==> config.mk <==
export PLATFORM = sky130hd
export DESIGN_NAME = icache_2way_refill
export DESIGN_NICKNAME = d
export VERILOG_FILES = /design/src/rtl/icache_2way_refill.sv
export SDC_FILE = /design/constraint.sdc
export NUM_CORES = 2
export LEC_CHECK = 0
export CAP_MARGIN = 15
export CORE_UTILIZATION = 55
export CTS_BUF_LIST = sky130_fd_sc_hd__clkbuf_8
export CTS_CLUSTER_DIAMETER = 80
export DETAILED_ROUTE_END_ITERATION = 16
export PLACE_DENSITY = 0.71
export REMOVE_ABC_BUFFERS = 1
export SLEW_MARGIN = 20
export SYNTH_ARGS = -nofsm -noshare
export SYNTH_HDL_FRONTEND = slang
export SYNTH_MEMORY_MAX_BITS = 65536
export SYNTH_SLANG_ARGS = --single-unit
==> constraint.sdc <==
create_clock -name clk_in -period 16.7 [get_ports clk_in]
set_input_delay 5.01 -clock clk_in [delete_from_list [all_inputs] [get_ports clk_in]]
set_output_delay 5.01 -clock clk_in [all_outputs]
set_load 0.02 [all_outputs]
==> src/rtl/icache_2way_refill.sv <==
// icache_2way_refill: 2-way set-associative instruction cache with multi-word
// lines, LRU replacement, whole-cache flush and an abortable refill FSM.
// Optional build macro: ICACHE_PERF_COUNTERS_EN adds perf_hits / perf_misses.
module icache_2way_refill #(
    parameter int SET_BITS  = 4,
    parameter int LINE_BITS = 2
) (
    input  logic        clk_in,
    input  logic        rst_in,
    input  logic        rdy_in,
    input  logic        fetch_valid,
    input  logic [31:0] fetch_addr,
    output logic        fetch_hit,
    output logic [31:0] fetch_data,
    input  logic        flush,
    output logic        busy,
    output logic        mem_req,
    output logic [31:0] mem_addr,
    input  logic        mem_ack,
    input  logic [31:0] mem_data
`ifdef ICACHE_PERF_COUNTERS_EN
    ,
    output logic [31:0] perf_hits,
    output logic [31:0] perf_misses
`endif
);
    localparam int TAG_W = 30 - SET_BITS - LINE_BITS;
    localparam int SETS  = 1 << SET_BITS;
    localparam int WORDS = 1 << LINE_BITS;
    localparam int OFF   = 2 + LINE_BITS;

    typedef enum logic [1:0] {IDLE, REQ, FILL_DONE} state_t;

    state_t                    state_q;
    logic [1:0][SETS-1:0]      valid_q;
    logic [SETS-1:0]           lru_q;      // 0: way0 is least recently used
    logic [TAG_W-1:0]          tag_q  [2][SETS];
    logic [31:0]               data_q [2][SETS][WORDS];
    logic [TAG_W-1:0]          base_tag_q;
    logic [SET_BITS-1:0]       base_set_q;
    logic                      victim_q;
    logic [LINE_BITS-1:0]      cnt_q;
    logic                      mem_req_q;
    logic [31:0]               mem_addr_q;

    logic [TAG_W-1:0]          f_tag;
    logic [SET_BITS-1:0]       f_set;
    logic [LINE_BITS-1:0]      f_word;
    logic                      match0, match1, miss, vic;
    logic [LINE_BITS-1:0]      cnt_nxt;

    // Byte offset bits never affect a word fetch.
    logic unused_addr_bits;
    assign unused_addr_bits = ^fetch_addr[1:0];

    // Tag compare, hit/miss decode and victim choice for the incoming fetch.
    always_comb begin
        f_tag     = fetch_addr[31:OFF+SET_BITS];
        f_set     = fetch_addr[OFF+SET_BITS-1:OFF];
        f_word    = fetch_addr[OFF-1:2];
        match0    = valid_q[0][f_set] && (tag_q[0][f_set] == f_tag);
        match1    = valid_q[1][f_set] && (tag_q[1][f_set] == f_tag);
        fetch_hit = fetch_valid && (state_q == IDLE) && (match0 || match1);
        miss      = fetch_valid && (state_q == IDLE) && !(match0 || match1);
        // way0 wins if both ways match (only reachable from a corrupted state)
        fetch_data = match0 ? data_q[0][f_set][f_word] : data_q[1][f_set][f_word];
        // invalid way first (way0 preferred), otherwise the LRU way
        if (!valid_q[0][f_set])      vic = 1'b0;
        else if (!valid_q[1][f_set]) vic = 1'b1;
        else                         vic = lru_q[f_set];
        cnt_nxt = cnt_q + 1'b1;
    end

    assign busy     = (state_q != IDLE);
    assign mem_req  = mem_req_q;
    assign mem_addr = mem_addr_q;

    // Refill FSM plus valid/LRU bookkeeping; flush overrides everything else.
    always_ff @(posedge clk_in or posedge rst_in) begin
        if (rst_in) begin
            state_q    <= IDLE;
            valid_q    <= '0;
            lru_q      <= '0;
            base_tag_q <= '0;
            base_set_q <= '0;
            victim_q   <= 1'b0;
            cnt_q      <= '0;
            mem_req_q  <= 1'b0;
            mem_addr_q <= '0;
        end else if (rdy_in) begin
            if (flush) begin
                valid_q   <= '0;
                lru_q     <= '0;
                state_q   <= IDLE;
                mem_req_q <= 1'b0;
            end else begin
                case (state_q)
                    IDLE: begin
                        if (miss) begin
                            base_tag_q          <= f_tag;
                            base_set_q          <= f_set;
                            victim_q            <= vic;
                            cnt_q               <= '0;
                            // hide the victim until the whole line is written
                            valid_q[vic][f_set] <= 1'b0;
                            mem_req_q           <= 1'b1;
                            mem_addr_q          <= {f_tag, f_set, {LINE_BITS{1'b0}}, 2'b00};
                            state_q             <= REQ;
                        end else if (fetch_hit) begin
                            // hit on way0 makes way1 the LRU one, and vice versa
                            lru_q[f_set] <= match0;
                        end
                    end
                    REQ: begin
                        if (mem_ack) begin
                            cnt_q <= cnt_nxt;
                            if (&cnt_q) begin
                                mem_req_q <= 1'b0;
                                state_q   <= FILL_DONE;
                            end else begin
                                mem_addr_q <= {base_tag_q, base_set_q, cnt_nxt, 2'b00};
                            end
                        end
                    end
                    FILL_DONE: begin
                        valid_q[victim_q][base_set_q] <= 1'b1;
                        lru_q[base_set_q]             <= ~victim_q;
                        state_q                       <= IDLE;
                    end
                    default: state_q <= IDLE;
                endcase
            end
        end
    end

    // Tag and data arrays: no reset, writes only while a refill is live.
    always_ff @(posedge clk_in) begin
        if (rdy_in && !flush) begin
            if (state_q == REQ && mem_ack)
                data_q[victim_q][base_set_q][cnt_q] <= mem_data;
            if (state_q == FILL_DONE)
                tag_q[victim_q][base_set_q] <= base_tag_q;
        end
    end

`ifdef ICACHE_PERF_COUNTERS_EN
    logic [31:0] perf_hits_q, perf_misses_q;

    // Free-running hit/miss counters; survive flush, wrap naturally.
    always_ff @(posedge clk_in or posedge rst_in) begin
        if (rst_in) begin
            perf_hits_q   <= '0;
            perf_misses_q <= '0;
        end else if (rdy_in) begin
            if (fetch_hit)      perf_hits_q   <= perf_hits_q + 32'd1;
            if (miss && !flush) perf_misses_q <= perf_misses_q + 32'd1;
        end
    end

    assign perf_hits   = perf_hits_q;
    assign perf_misses = perf_misses_q;
`endif

endmodule
==> results by group <==
Worst setup path
  • Required time worst endpoint: 11690 ps
  • Type of origin of the critical path: primary input
  • R2R Setup Slk: 11730 ps
  • Endpoint arrival time on the critical path: 10720 ps
  • Crit Path Max Fanout: 59
  • Logic depth of the worst register-to-register path: 11
  • Crit path capture type: primary output
  • Setup Crit Path Kind: in -> out

Pwr
  • Clock network power share: 0.362
  • Switching Share: 0.2327
  • Sequential share of power: 0.576
  • Part of the power in combinational logic: 0.063
  • Internal power: 18.89 mW
  • Total net switching power: 5.728 mW
  • Worst IR Drop VDD: 0.09945 mV
  • Total power density per cell area: 114.7 nW/um^2
  • Static Leakage: 67.58 nW

Timing
  • Worst rel slew slack: 0.1598
  • Final setup violation count: 0
  • Setup WS post-layout: 970.1 ps
  • Setup repair after global routing missed its margin: false
  • Post-route clock skew: 67.45 ps
  • Period utilisation layout: 0.9419
  • Shortest period the worst path allows: 15730 ps
  • Highest Clock Rate: 63.57 MHz
  • Slew at the pin with the worst max-slew slack: 1260 ps
  • Number of endpoints with negative hold slack in the final report: 0
  • Max Slew Vio Count: 0

Layout
  • Layout Area Growth over Synthesis: 11.35%
  • End-of-flow core utilization: 0.6149
  • Final #Nets: 8866
  • Filler cell count in the final layout: 23177
  • Proportion of layout cells with a drive suffix above 1: 0.3224

Detailed routing
  • Remaining DRCs: 0
  • Iteration count of the initial detailed-routing pass: 6
  • Wirelength per Cell: 34.72 um
  • First-iteration detailed-routing DRC count: 13074
  • Vias: 92814
  • Vias per cell: 6.637
  • Total routed wirelength: 485500 um
  • Residual antenna-violating net count after detailed routing: 0

Worst hold path
  • Worst hold-check path type: reg -> reg
  • Hold Path Depth: 1

Synth
  • Syn_area_per_cell: 23.84 um^2
  • Proportion of synthesized area in mux cells: 0.1919
  • Number of storage elements in the synthesis netlist: 4976
  • Netlist area before placement: 192800 um^2
  • Dominant combinational cell family by area after synthesis: multiplexers
  • Post-Synth XOR/XNOR Area: 0.001772
  • Post-synthesis compound-gate area fraction: 0.01193
  • Most used flip-flop cell after synthesis: sky130_fd_sc_hd__edfxtp_1
  • Adder and majority cell fraction of the synthesized area: 0.0002596
  • EDFF count, synth: 4864
  • Warning count from the yosys run: 0
  • Synth async-reset ratio: 0.02251
  • Simple-gate portion of the synthesized area: 0.01086
  • Post-synthesis cell type count: 80
  • Mapped Cells: 8088
  • Sequential share of the synthesized area: 0.7721

Floorplanning
  • Initial core utilization: 0.5522
  • Floorplan die area: 352900 um^2
  • Std-Cell Rows: 217
  • Die boundary width: 594.1 um
  • Core Region: 349200 um^2
  • Die boundary height: 594.1 um
  • Count of pins on the block boundary: 137

CTS
  • Post-CTS setup-driven buffer insertion count: 0
  • H-tree Lvls: 6
  • Clock tree from TritonCTS: done
  • CTS Sinks: 4976
  • Max clock buf depth: 4
  • Clock Latency Late Sink: 1220 ps
  • Buffer type at the clock tree root: sky130_fd_sc_hd__clkbuf_8
  • Num CTS Buffers: 747
  • CTS clock-pin slew for the worst setup and hold paths: 60 ps
  • Gates resized, CTS repair: 0
  • CTS hold repair buffers: 0

Placement
  • Worst slack at placement: 1094 ps
  • Final weighted congestion of routability-driven global placement: 0.8780
  • Half-perimeter wire length of the detailed placement result: 260300 um
  • I/O Buffers: 132

Global routing
  • Antenna violations before repair: 32
  • GRT Overall Usage: 0.2748
  • Via count of the first global-routing pass: 93963
  • First-pass GRT wire length: 684500 um
  • Largest net degree at the start of global routing: 121
  • Residual overflow from global routing: 0

Flow run
  • Max-cap violations: 0

Outcome
  • Result of the run: completed
power by group through the flow:
stage | sequential, mW | clock [mW] | combinational [mW]
final | 14.2 | 8.91 | 1.54
after detailed placement | 14.4 | 0 | 1.53
after global routing | 14.2 | 9.52 | 1.60
after CTS | 14.2 | 9.01 | 1.53
after global placement | 14.4 | 0 | 1.50
after floorplan | 14.4 | 0 | 0.662
path summary, 6_finish.rpt:
kind                                     from        endpoint
worst max-delay path            fetch_addr[4]  fetch_data[12]
worst min-delay path              mem_addr[9]     mem_addr[9]
worst max register to register  tag_q[0][204]   base_tag_q[2]
worst min register to register    mem_addr[9]     mem_addr[9]
max in group asynchronous              rst_in     valid_q[24]
min in group asynchronous              rst_in    mem_addr[26]
layout by cell type (no fill, tap or decap), drive strengths merged, types with 5 or more instances in the layout:
cell type / count
clkinv: 220
nand2b: 20
edfxtp: 4864
a31oi: 27
diode: 34
o22a: 6
mux2i: 111
nor2: 221
dfrtp: 112
nor4: 6
a22oi: 23
buf: 342
or3: 11
inv: 318
mux2: 192
xnor2: 35
a311oi: 24
clkinvlp: 21
a22o: 29
o22ai: 11
o21bai: 23
nand2: 114
nand3: 15
nor3: 30
a32oi: 12
clkdlybuf4s50: 70
and2: 9
a211oi: 16
nor2b: 12
o21ai: 55
a221oi: 10
clkbuf: 772
and3: 8
a21oi: 37
bufinv: 5
o2bb2ai: 8
mux4: 1492
cell type report:
cell class / count / area (um^2) / area share
antenna: 34 / 85.08 / 0.0003963
timing repair buffer: 412 / 3715 / 0.01730
multi-input combinational: 2627 / 43050 / 0.2005
inverter: 28 / 115.1 / 0.0005362
tap: 4599 / 5754 / 0.02680
clock inverter: 536 / 2472 / 0.01152
sequential: 4976 / 148900 / 0.6935
clock buffer: 772 / 10630 / 0.04949
cell usage after synthesis (5+ instances only):
cell / instances / area, um^2
sky130_fd_sc_hd__edfxtp_1: 4864 / 146100
sky130_fd_sc_hd__mux4_2: 1492 / 33600
sky130_fd_sc_hd__clkbuf_1: 272 / 1021
sky130_fd_sc_hd__nor2_1: 221 / 829.6
sky130_fd_sc_hd__nand2_1: 114 / 427.9
sky130_fd_sc_hd__dfrtp_1: 112 / 2803
sky130_fd_sc_hd__mux2i_1: 111 / 1111
sky130_fd_sc_hd__mux2_2: 85 / 957.2
sky130_fd_sc_hd__buf_1: 79 / 296.5
sky130_fd_sc_hd__mux2_1: 75 / 844.6
sky130_fd_sc_hd__buf_2: 69 / 345.3
sky130_fd_sc_hd__o21ai_0: 55 / 275.3
sky130_fd_sc_hd__a21oi_1: 37 / 185.2
sky130_fd_sc_hd__xnor2_1: 35 / 306.5
sky130_fd_sc_hd__mux2_4: 32 / 480.5
sky130_fd_sc_hd__nor3_1: 30 / 150.1
sky130_fd_sc_hd__a22o_1: 28 / 245.2
sky130_fd_sc_hd__a31oi_1: 26 / 162.7
sky130_fd_sc_hd__inv_1: 25 / 93.84
sky130_fd_sc_hd__a311oi_1: 24 / 210.2
sky130_fd_sc_hd__a22oi_1: 23 / 172.7
sky130_fd_sc_hd__o21bai_1: 23 / 172.7
sky130_fd_sc_hd__nand2b_1: 20 / 125.1
sky130_fd_sc_hd__buf_4: 17 / 127.6
sky130_fd_sc_hd__a211oi_1: 16 / 120.1
sky130_fd_sc_hd__buf_6: 16 / 180.2
sky130_fd_sc_hd__nand3_1: 15 / 75.07
sky130_fd_sc_hd__a32oi_1: 12 / 105.1
sky130_fd_sc_hd__nor2b_1: 12 / 75.07
sky130_fd_sc_hd__o22ai_1: 11 / 68.82
sky130_fd_sc_hd__or3_1: 11 / 68.82
sky130_fd_sc_hd__a221oi_1: 10 / 87.58
sky130_fd_sc_hd__and2_1: 8 / 50.05
sky130_fd_sc_hd__and3_1: 8 / 50.05
sky130_fd_sc_hd__o2bb2ai_1: 8 / 70.07
sky130_fd_sc_hd__o22a_1: 6 / 52.55
sky130_fd_sc_hd__nor4_1: 5 / 31.28
metal layers:
metal / track usage / wire, um / vias up
li1: - / - / 36355
met1: 0.3912 / 181200 / 49542
met2: 0.4312 / 232000 / 6021
met3: 0.05596 / 55110 / 888
met4: 0.09412 / 17180 / 8
met5: 0 / 46 / -
per-stage QoR:
step                hold WS (ps)  TNS [ps]  cell area, um^2  instances  power [mW]
finish                     499.4         0           214700      13984       24.62
global route               525.8         0           214700      13975       25.30
CTS                        500.7         0           214400      13945       24.72
detailed placement         481.4         0           201300      12637       15.96
global placement           479.1         0           201300      12637       15.91
floorplan                  490.3   -127500           190800       7631       15.03
cells by family (layout without fill, tap and decap cells):
family / count (synthesis) / count (layout)
AOI/OAI and AO/OA: 319 / 319
xor gates and xnor gates: 39 / 39
and+or+nand+nor: 468 / 468
buffers and inverters: 486 / 1748
other: 1 / 36
muxes: 1795 / 1795
adders and majority gates: 4 / 4
DFF: 4976 / 4976
state kept, by name, indices dropped and copies added, names as in the netlist, 4 cells and up:
register    cells
base_set_q      4
base_tag_q     24
data_q       4096
lru_q          16
mem_addr       30
tag_q         768
valid_q        32
worst max-delay path: stages:
cell and delay [ps]:
sky130_fd_sc_hd__buf_16 180, sky130_fd_sc_hd__nor2b_1 340, sky130_fd_sc_hd__buf_4 240, sky130_fd_sc_hd__a22o_1 220, sky130_fd_sc_hd__a221oi_1 570, sky130_fd_sc_hd__xor2_1 200
sky130_fd_sc_hd__nor4_2 450, sky130_fd_sc_hd__a22o_2 230, sky130_fd_sc_hd__nand4_1 70, sky130_fd_sc_hd__or4_4 890, sky130_fd_sc_hd__buf_12 350, sky130_fd_sc_hd__mux2_1 440
sky130_fd_sc_hd__mux4_2 530, sky130_fd_sc_hd__clkdlybuf4s50_1 580
No activity file was read; power rests on OpenSTA's default activity.
